## src/rtl/clock_disp_pkg.sv

```systemverilog
`timescale 1ns/1ps
`default_nettype none
// ============================================================================
// Module   : clock_disp_pkg
// Brief    : Glyph patterns and digit index constants for the HH.MM.SS display
// Revision : 1.0  initial release
// ============================================================================
package clock_disp_pkg;

    localparam int NUM_DIGITS = 6;

    localparam logic [2:0] DIGIT_SO = 3'd0;
    localparam logic [2:0] DIGIT_ST = 3'd1;
    localparam logic [2:0] DIGIT_MO = 3'd2;
    localparam logic [2:0] DIGIT_MT = 3'd3;
    localparam logic [2:0] DIGIT_HO = 3'd4;
    localparam logic [2:0] DIGIT_HT = 3'd5;

    // Active-high segment patterns, bit order {g,f,e,d,c,b,a}
    localparam logic [6:0] SEG_0     = 7'h3F;
    localparam logic [6:0] SEG_1     = 7'h06;
    localparam logic [6:0] SEG_2     = 7'h5B;
    localparam logic [6:0] SEG_3     = 7'h4F;
    localparam logic [6:0] SEG_4     = 7'h66;
    localparam logic [6:0] SEG_5     = 7'h6D;
    localparam logic [6:0] SEG_6     = 7'h7D;
    localparam logic [6:0] SEG_7     = 7'h07;
    localparam logic [6:0] SEG_8     = 7'h7F;
    localparam logic [6:0] SEG_9     = 7'h6F;
    localparam logic [6:0] SEG_DASH  = 7'h40;
    localparam logic [6:0] SEG_BLANK = 7'h00;

endpackage
`default_nettype wire

```

## src/rtl/seg7_time_scan_if.sv

```systemverilog
`timescale 1ns/1ps
`default_nettype none
// ============================================================================
// Module   : seg7_time_scan_if
// Brief    : Time word in, scanned display drive out. Optional dim (SEG_DIM_EN).
// Revision : 1.0  initial release
// ============================================================================
interface seg7_time_scan_if;
    import clock_disp_pkg::*;

    logic [23:0]           disp_time;
`ifdef SEG_DIM_EN
    logic                  dim;
`endif
    logic [NUM_DIGITS-1:0] an;
    logic [6:0]            seg;
    logic                  dp;
    logic                  frame_start;

`ifdef SEG_DIM_EN
    modport master (output disp_time, dim, input an, seg, dp, frame_start);
    modport slave  (input disp_time, dim, output an, seg, dp, frame_start);
`else
    modport master (output disp_time, input an, seg, dp, frame_start);
    modport slave  (input disp_time, output an, seg, dp, frame_start);
`endif

endinterface
`default_nettype wire

```

## src/rtl/bcd_to_seg7.sv

```systemverilog
`timescale 1ns/1ps
`default_nettype none
// ============================================================================
// Module   : bcd_to_seg7
// Brief    : Nibble to active-high 7-segment glyph; dash for non-BCD values
// Revision : 1.0  initial release
// ============================================================================
module bcd_to_seg7
    import clock_disp_pkg::*;
(
    input  logic [3:0] nibble,
    output logic [6:0] pattern
);

    always_comb begin
        pattern = SEG_DASH;
        case (nibble)
            4'd0:    pattern = SEG_0;
            4'd1:    pattern = SEG_1;
            4'd2:    pattern = SEG_2;
            4'd3:    pattern = SEG_3;
            4'd4:    pattern = SEG_4;
            4'd5:    pattern = SEG_5;
            4'd6:    pattern = SEG_6;
            4'd7:    pattern = SEG_7;
            4'd8:    pattern = SEG_8;
            4'd9:    pattern = SEG_9;
            default: pattern = SEG_DASH;
        endcase
    end

endmodule
`default_nettype wire

```

## src/rtl/seg7_time_scan.sv

```systemverilog
`timescale 1ns/1ps
`default_nettype none
// ============================================================================
// Module   : seg7_time_scan
// Brief    : 6-digit multiplexed HH.MM.SS scanner with tear-free frame snapshot.
//            Define SEG_DIM_EN to add a 50% duty dim input.
// Revision : 1.0  initial release
// ============================================================================
module seg7_time_scan
    import clock_disp_pkg::*;
#(
    parameter int DWELL_CYCLES = 2,
    parameter int ACTIVE_LOW   = 1
)(
    input  logic              kh_clk,
    input  logic              reset,
    seg7_time_scan_if.slave   bus
);

    localparam int             DW           = $clog2(DWELL_CYCLES);
    localparam logic [DW-1:0]  C_DWELL_LAST = DW'(DWELL_CYCLES - 1);
    localparam logic [DW-1:0]  C_DWELL_HALF = DW'(DWELL_CYCLES / 2);
    localparam logic           C_INV        = (ACTIVE_LOW != 0);

    logic [DW-1:0] r_dwell;
    logic [2:0]    r_idx;
    logic [23:0]   r_snap;
    logic          r_primed;

    logic          w_dwell_last;
    logic          w_wrap;
    logic [3:0]    w_nibble;
    logic [6:0]    w_glyph;
    logic [6:0]    w_seg;
    logic          w_dp;
    logic [5:0]    w_an;

    assign w_dwell_last = (r_dwell == C_DWELL_LAST);
    assign w_wrap       = w_dwell_last && (r_idx == DIGIT_HT);

    // The first edge after reset only loads the snapshot; scanning starts on the next one
    always_ff @(posedge kh_clk or negedge reset) begin
        if (!reset) begin
            r_dwell  <= '0;
            r_idx    <= DIGIT_SO;
            r_snap   <= '0;
            r_primed <= 1'b0;
        end else if (!r_primed) begin
            r_primed <= 1'b1;
            r_snap   <= bus.disp_time;
        end else begin
            if (w_dwell_last) begin
                r_dwell <= '0;
                r_idx   <= w_wrap ? DIGIT_SO : r_idx + 3'd1;
            end else begin
                r_dwell <= r_dwell + 1'b1;
            end
            if (w_wrap) begin
                r_snap <= bus.disp_time;
            end
        end
    end

    always_comb begin
        w_nibble = r_snap[23:20];
        case (r_idx)
            DIGIT_SO: w_nibble = r_snap[3:0];
            DIGIT_ST: w_nibble = r_snap[7:4];
            DIGIT_MO: w_nibble = r_snap[11:8];
            DIGIT_MT: w_nibble = r_snap[15:12];
            DIGIT_HO: w_nibble = r_snap[19:16];
            default:  w_nibble = r_snap[23:20];
        endcase
    end

    bcd_to_seg7 u_dec (
        .nibble  (w_nibble),
        .pattern (w_glyph)
    );

    always_comb begin
        w_an  = 6'b000001 << r_idx;
        w_seg = ((r_idx == DIGIT_HT) && (w_nibble == 4'd0)) ? SEG_BLANK : w_glyph;
        // Separator dots blink with the seconds units parity
        w_dp  = ((r_idx == DIGIT_MO) || (r_idx == DIGIT_HO)) && !r_snap[0];
`ifdef SEG_DIM_EN
        if (bus.dim && (r_dwell < C_DWELL_HALF)) begin
            w_seg = SEG_BLANK;
            w_dp  = 1'b0;
        end
`endif
    end

    always_ff @(posedge kh_clk or negedge reset) begin
        if (!reset) begin
            bus.an          <= {6{C_INV}};
            bus.seg         <= {7{C_INV}};
            bus.dp          <= C_INV;
            bus.frame_start <= 1'b0;
        end else if (!r_primed) begin
            bus.an          <= {6{C_INV}};
            bus.seg         <= {7{C_INV}};
            bus.dp          <= C_INV;
            bus.frame_start <= 1'b0;
        end else begin
            bus.an          <= w_an  ^ {6{C_INV}};
            bus.seg         <= w_seg ^ {7{C_INV}};
            bus.dp          <= w_dp  ^ C_INV;
            bus.frame_start <= (r_idx == DIGIT_SO) && (r_dwell == '0);
        end
    end

endmodule
`default_nettype wire
```

## src/flat_wrapper.sv

```systemverilog
// flat-port wrapper written by rule: the top's interface ports become plain ports
module seg7_time_scan_flat import clock_disp_pkg::*;
#(
    parameter int DWELL_CYCLES = 2,
    parameter int ACTIVE_LOW   = 1
)
  (kh_clk, reset, bus_disp_time, bus_an, bus_seg, bus_dp, bus_frame_start);
  seg7_time_scan_if bus_i ();
  input  logic kh_clk;
  input  logic reset;
  input wire logic [$bits(bus_i.disp_time)-1:0] bus_disp_time;
  output wire logic [$bits(bus_i.an)-1:0] bus_an;
  output wire logic [$bits(bus_i.seg)-1:0] bus_seg;
  output wire logic [$bits(bus_i.dp)-1:0] bus_dp;
  output wire logic [$bits(bus_i.frame_start)-1:0] bus_frame_start;
  assign bus_i.disp_time = bus_disp_time;
  assign bus_an = bus_i.an;
  assign bus_seg = bus_i.seg;
  assign bus_dp = bus_i.dp;
  assign bus_frame_start = bus_i.frame_start;
  seg7_time_scan #(.DWELL_CYCLES(DWELL_CYCLES), .ACTIVE_LOW(ACTIVE_LOW)) u_core (.kh_clk(kh_clk), .reset(reset), .bus(bus_i));
endmodule
```

## config.mk

```make
export PLATFORM = sky130hd
export DESIGN_NAME = seg7_time_scan_flat
export DESIGN_NICKNAME = d
export VERILOG_FILES = /design/src/rtl/clock_disp_pkg.sv /design/src/rtl/seg7_time_scan_if.sv /design/src/rtl/bcd_to_seg7.sv /design/src/rtl/seg7_time_scan.sv /design/src/flat_wrapper.sv
export SDC_FILE = /design/constraint.sdc
export NUM_CORES = 1
export LEC_CHECK = 0
export BUFFER_PORTS_ARGS = -buffer_cell sky130_fd_sc_hd__buf_2
export CAP_MARGIN = 20
export CORE_AREA = 4 4 84 125
export CTS_CLUSTER_DIAMETER = 100
export DETAILED_ROUTE_END_ITERATION = 12
export DIE_AREA = 0 0 88 129
export GPL_TIMING_DRIVEN = 0
export SLEW_MARGIN = 30
export SYNTH_ARGS = -nofsm -noshare
export SYNTH_HDL_FRONTEND = slang
export SYNTH_HIERARCHICAL = 1
export SYNTH_SLANG_ARGS = --single-unit
```

## constraint.sdc

```tcl
create_clock -name kh_clk -period 6 [get_ports kh_clk]
set_input_delay 0.6 -clock kh_clk [delete_from_list [all_inputs] [get_ports kh_clk]]
set_output_delay 0.6 -clock kh_clk [all_outputs]
set_load 0.05 [all_outputs]
```

==> metrics.cfg <==
[critical_path]
reg2reg_depth=11
cp-start-kind=flip-flop
cp-end-kind=flip-flop
arrival_ns=3.58
worstPathMaxFanout=10
reg2reg_from=u_core/r_idx[2]
r2r-end=u_core/bus.seg[0]
rrSetupSlack_ns=2.60
worstPathRequired_ns=6.18
startpoint=u_core/r_idx[2]
worst-setup-path-type=flip-flop to flip-flop

[global_routing]
grt_max_degree=45
grt_pass1_wl_microns=7107
antenna_found_initial=0
gr-usage-all-layers=0.08222
grt_pass1_vias=1460
grt.overflow.total=0

[sta]
slew_headroom=0.4569
maxSlewViolCount=0
worst_slew_pin_slew_ns=0.8040
max_freq_mhz=294.4
setup_viol=0
worst_slack_ns=2.603
skew_ns=0.004921
final.setup.tns_ns=0
grt_setup_unrepaired=false
timing.final.crit_period_ns=3.397
min_period_over_period=0.5661
hold_violations=0

[route]
drt-initial-drc-count=47
vias=1400
wl_microns=4378
drt_pre_antenna_iters=4
ant_nets=0
vias_per_cell=4.268
wl_per_cell_microns=13.35
drcViolationCount=0

[power]
ir_worst_vdd_mv=0.2106
leakage_uw=0.001138
powerDensity_mw_per_mm2=569.2

[place]
gp_congestion=0.7606
numPortBuffers=40
hpwl_microns=3431
pre_cts_slack_ns=2.624

[synth]
synth.net_count=205
synth-edff-count=0
netlist_instances=168
seq_area_frac_synth=0.5287
synthFlopType=dfrtp_1
syn_area_per_cell_sq_um=12.59
synth-seq-cells=44
synth.distinct_cells=34
synth_area_sq_mm=0.002116
synthArstFlopShare=1.000
yosysWarnings=6

[clocking]
h-tree-depth=2
cts_tree=yes
cts_setup_buffers=0
cts_buffer_depth=2
clk_latency_ns=0.28
cts_buffers=5
clkTransAtPathRegs_ns=0.06
clockRootBuffer=clkbuf_16
cts.sinks=44
hold_buffers=0
cts_resized=0

[finish]
antenna_cells=0
mostFrequentLayoutCell=buf_2
layout-drive-gt1-share=0.4907
final_nets=252
syn_to_final_growth_pct=23.24
layout_common_cells=buf_2 (40), dfrtp_1 (30), mux2_2 (25), dfstp_2 (14)

[floorplanning]
num_rows=43
pin_count=41
die_area_sq_mm=0.01135
die_h_microns=129
design.core.area_sq_mm=0.009308
start_util=0.2273
die_x_microns=88

[worst_hold_path]
hold_path.class=primary input to async pin

[outcome]
status=complete, no violations

[run]
drv_cap=0

==> routing by layer <==
layer,up-vias,GRT usage,wire length [microns]
li1,689,-,-
met1,672,0.08845,1784
met2,35,0.1470,2302
met3,4,0.02562,230
met4,0,0.03252,61
met5,-,0,0
==> worst max-delay path by stage <==
stage | to | slack [ns] | cells after the start
final | u_core/bus.seg[0] | 2.60 | 11
after global routing | u_core/bus.seg[0] | 2.32 | 11
after detailed placement | u_core/bus.seg[0] | 2.62 | 11
after floorplan | u_core/bus.seg[0] | 3.16 | 11
after CTS | u_core/bus.seg[0] | 2.59 | 11
after global placement | u_core/bus.seg[0] | 2.63 | 11
==> cell usage after synthesis, types with 2 or more instances <==
cell type  instances  area (sq um)
buf_1              2         7.510
dfstp_2           14         367.9
nor2b_1            4         25.02
buf_6              3         33.78
inv_1             11         41.29
ha_1              11         137.6
nand3_1            7         35.03
nand3_2            7         70.07
clkbuf_1           2         7.510
nand2_1           11         41.29
or2_4              3         26.28
a222oi_1           3         30.03
o21ai_0            5         25.02
mux2i_1            3         30.03
nor2_1             2         7.510
mux2_2            25         281.5
o22a_2             3         30.03
dfrtp_1           30         750.7
a21o_1             3         22.52
a2bb2oi_1          2         17.52
o22ai_1            4         25.02
==> final cells by class <==
class / count / area (sq um)
Sequential cell: 44 / 1119
Multi-Input combinational cell: 105 / 902.1
Fill cell: 956 / 6700
Inverter: 11 / 41.29
Tap cell: 112 / 140.1
Timing Repair Buffer: 40 / 202.7
Buffer: 8 / 53.80
Clock buffer: 6 / 138.9
Clock inverter: 2 / 10.01
==> cell families after synthesis <==
| family | count (synthesis) | share of synthesized area |
|---|---|---|
| AOI/OAI and AO/OA | 27 | 0.1023 |
| xor gates and xnor gates | 1 | 0.004140 |
| adders and majority gates | 11 | 0.06505 |
| buffers and inverters | 19 | 0.04494 |
| DFF | 44 | 0.5287 |
| muxes | 28 | 0.1473 |
| other | 1 | 0.001772 |
| and+or+nand+nor | 37 | 0.1059 |
==> registers in the layout, summed over array words and instances (netlist names) <==
register and flops:
u_core/bus.an 6, u_core/r_dwell 1, u_core/r_primed 1, u_core/r_idx 3
u_core/bus.dp 1, u_core/bus.seg 7, u_core/bus.frame_start 1, u_core/r_snap 24
==> critical path, stage by stage, from the launching register on <==
cell and delay (ns):
dfrtp_1 0.42, buf_2 0.28, inv_1 0.11, ha_1 0.32
or2_4 0.29, or2_4 0.28, a41oi_1 0.63, inv_1 0.19
ha_1 0.23, mux2_2 0.27, o22ai_1 0.18, nand3_2 0.09
==> per-stage QoR <==
step / util / area [sq um] / total power, uW / hold WS [ns] / std cells
2_1_floorplan: - / 2116 / 1069 / 0.3044 / 168
3_5_place_dp: 0.2639 / 2456 / 1229 / 0.4693 / 320
6_report: 0.2801 / 2608 / 1484 / 0.2948 / 328
4_1_cts: 0.2799 / 2605 / 1503 / 0.4904 / 328
3_3_place_gp: 0.2639 / 2456 / 1218 / 0.4724 / 320
5_1_grt: 0.2801 / 2608 / 1606 / 0.3491 / 328
==> report_power, final <==
| part | internal [uW] | switching [uW] |
|---|---|---|
| registers | 388 | 39.7 |
| clock network | 164 | 102 |
| logic | 327 | 463 |
Power figures use the tool's default switching activity.
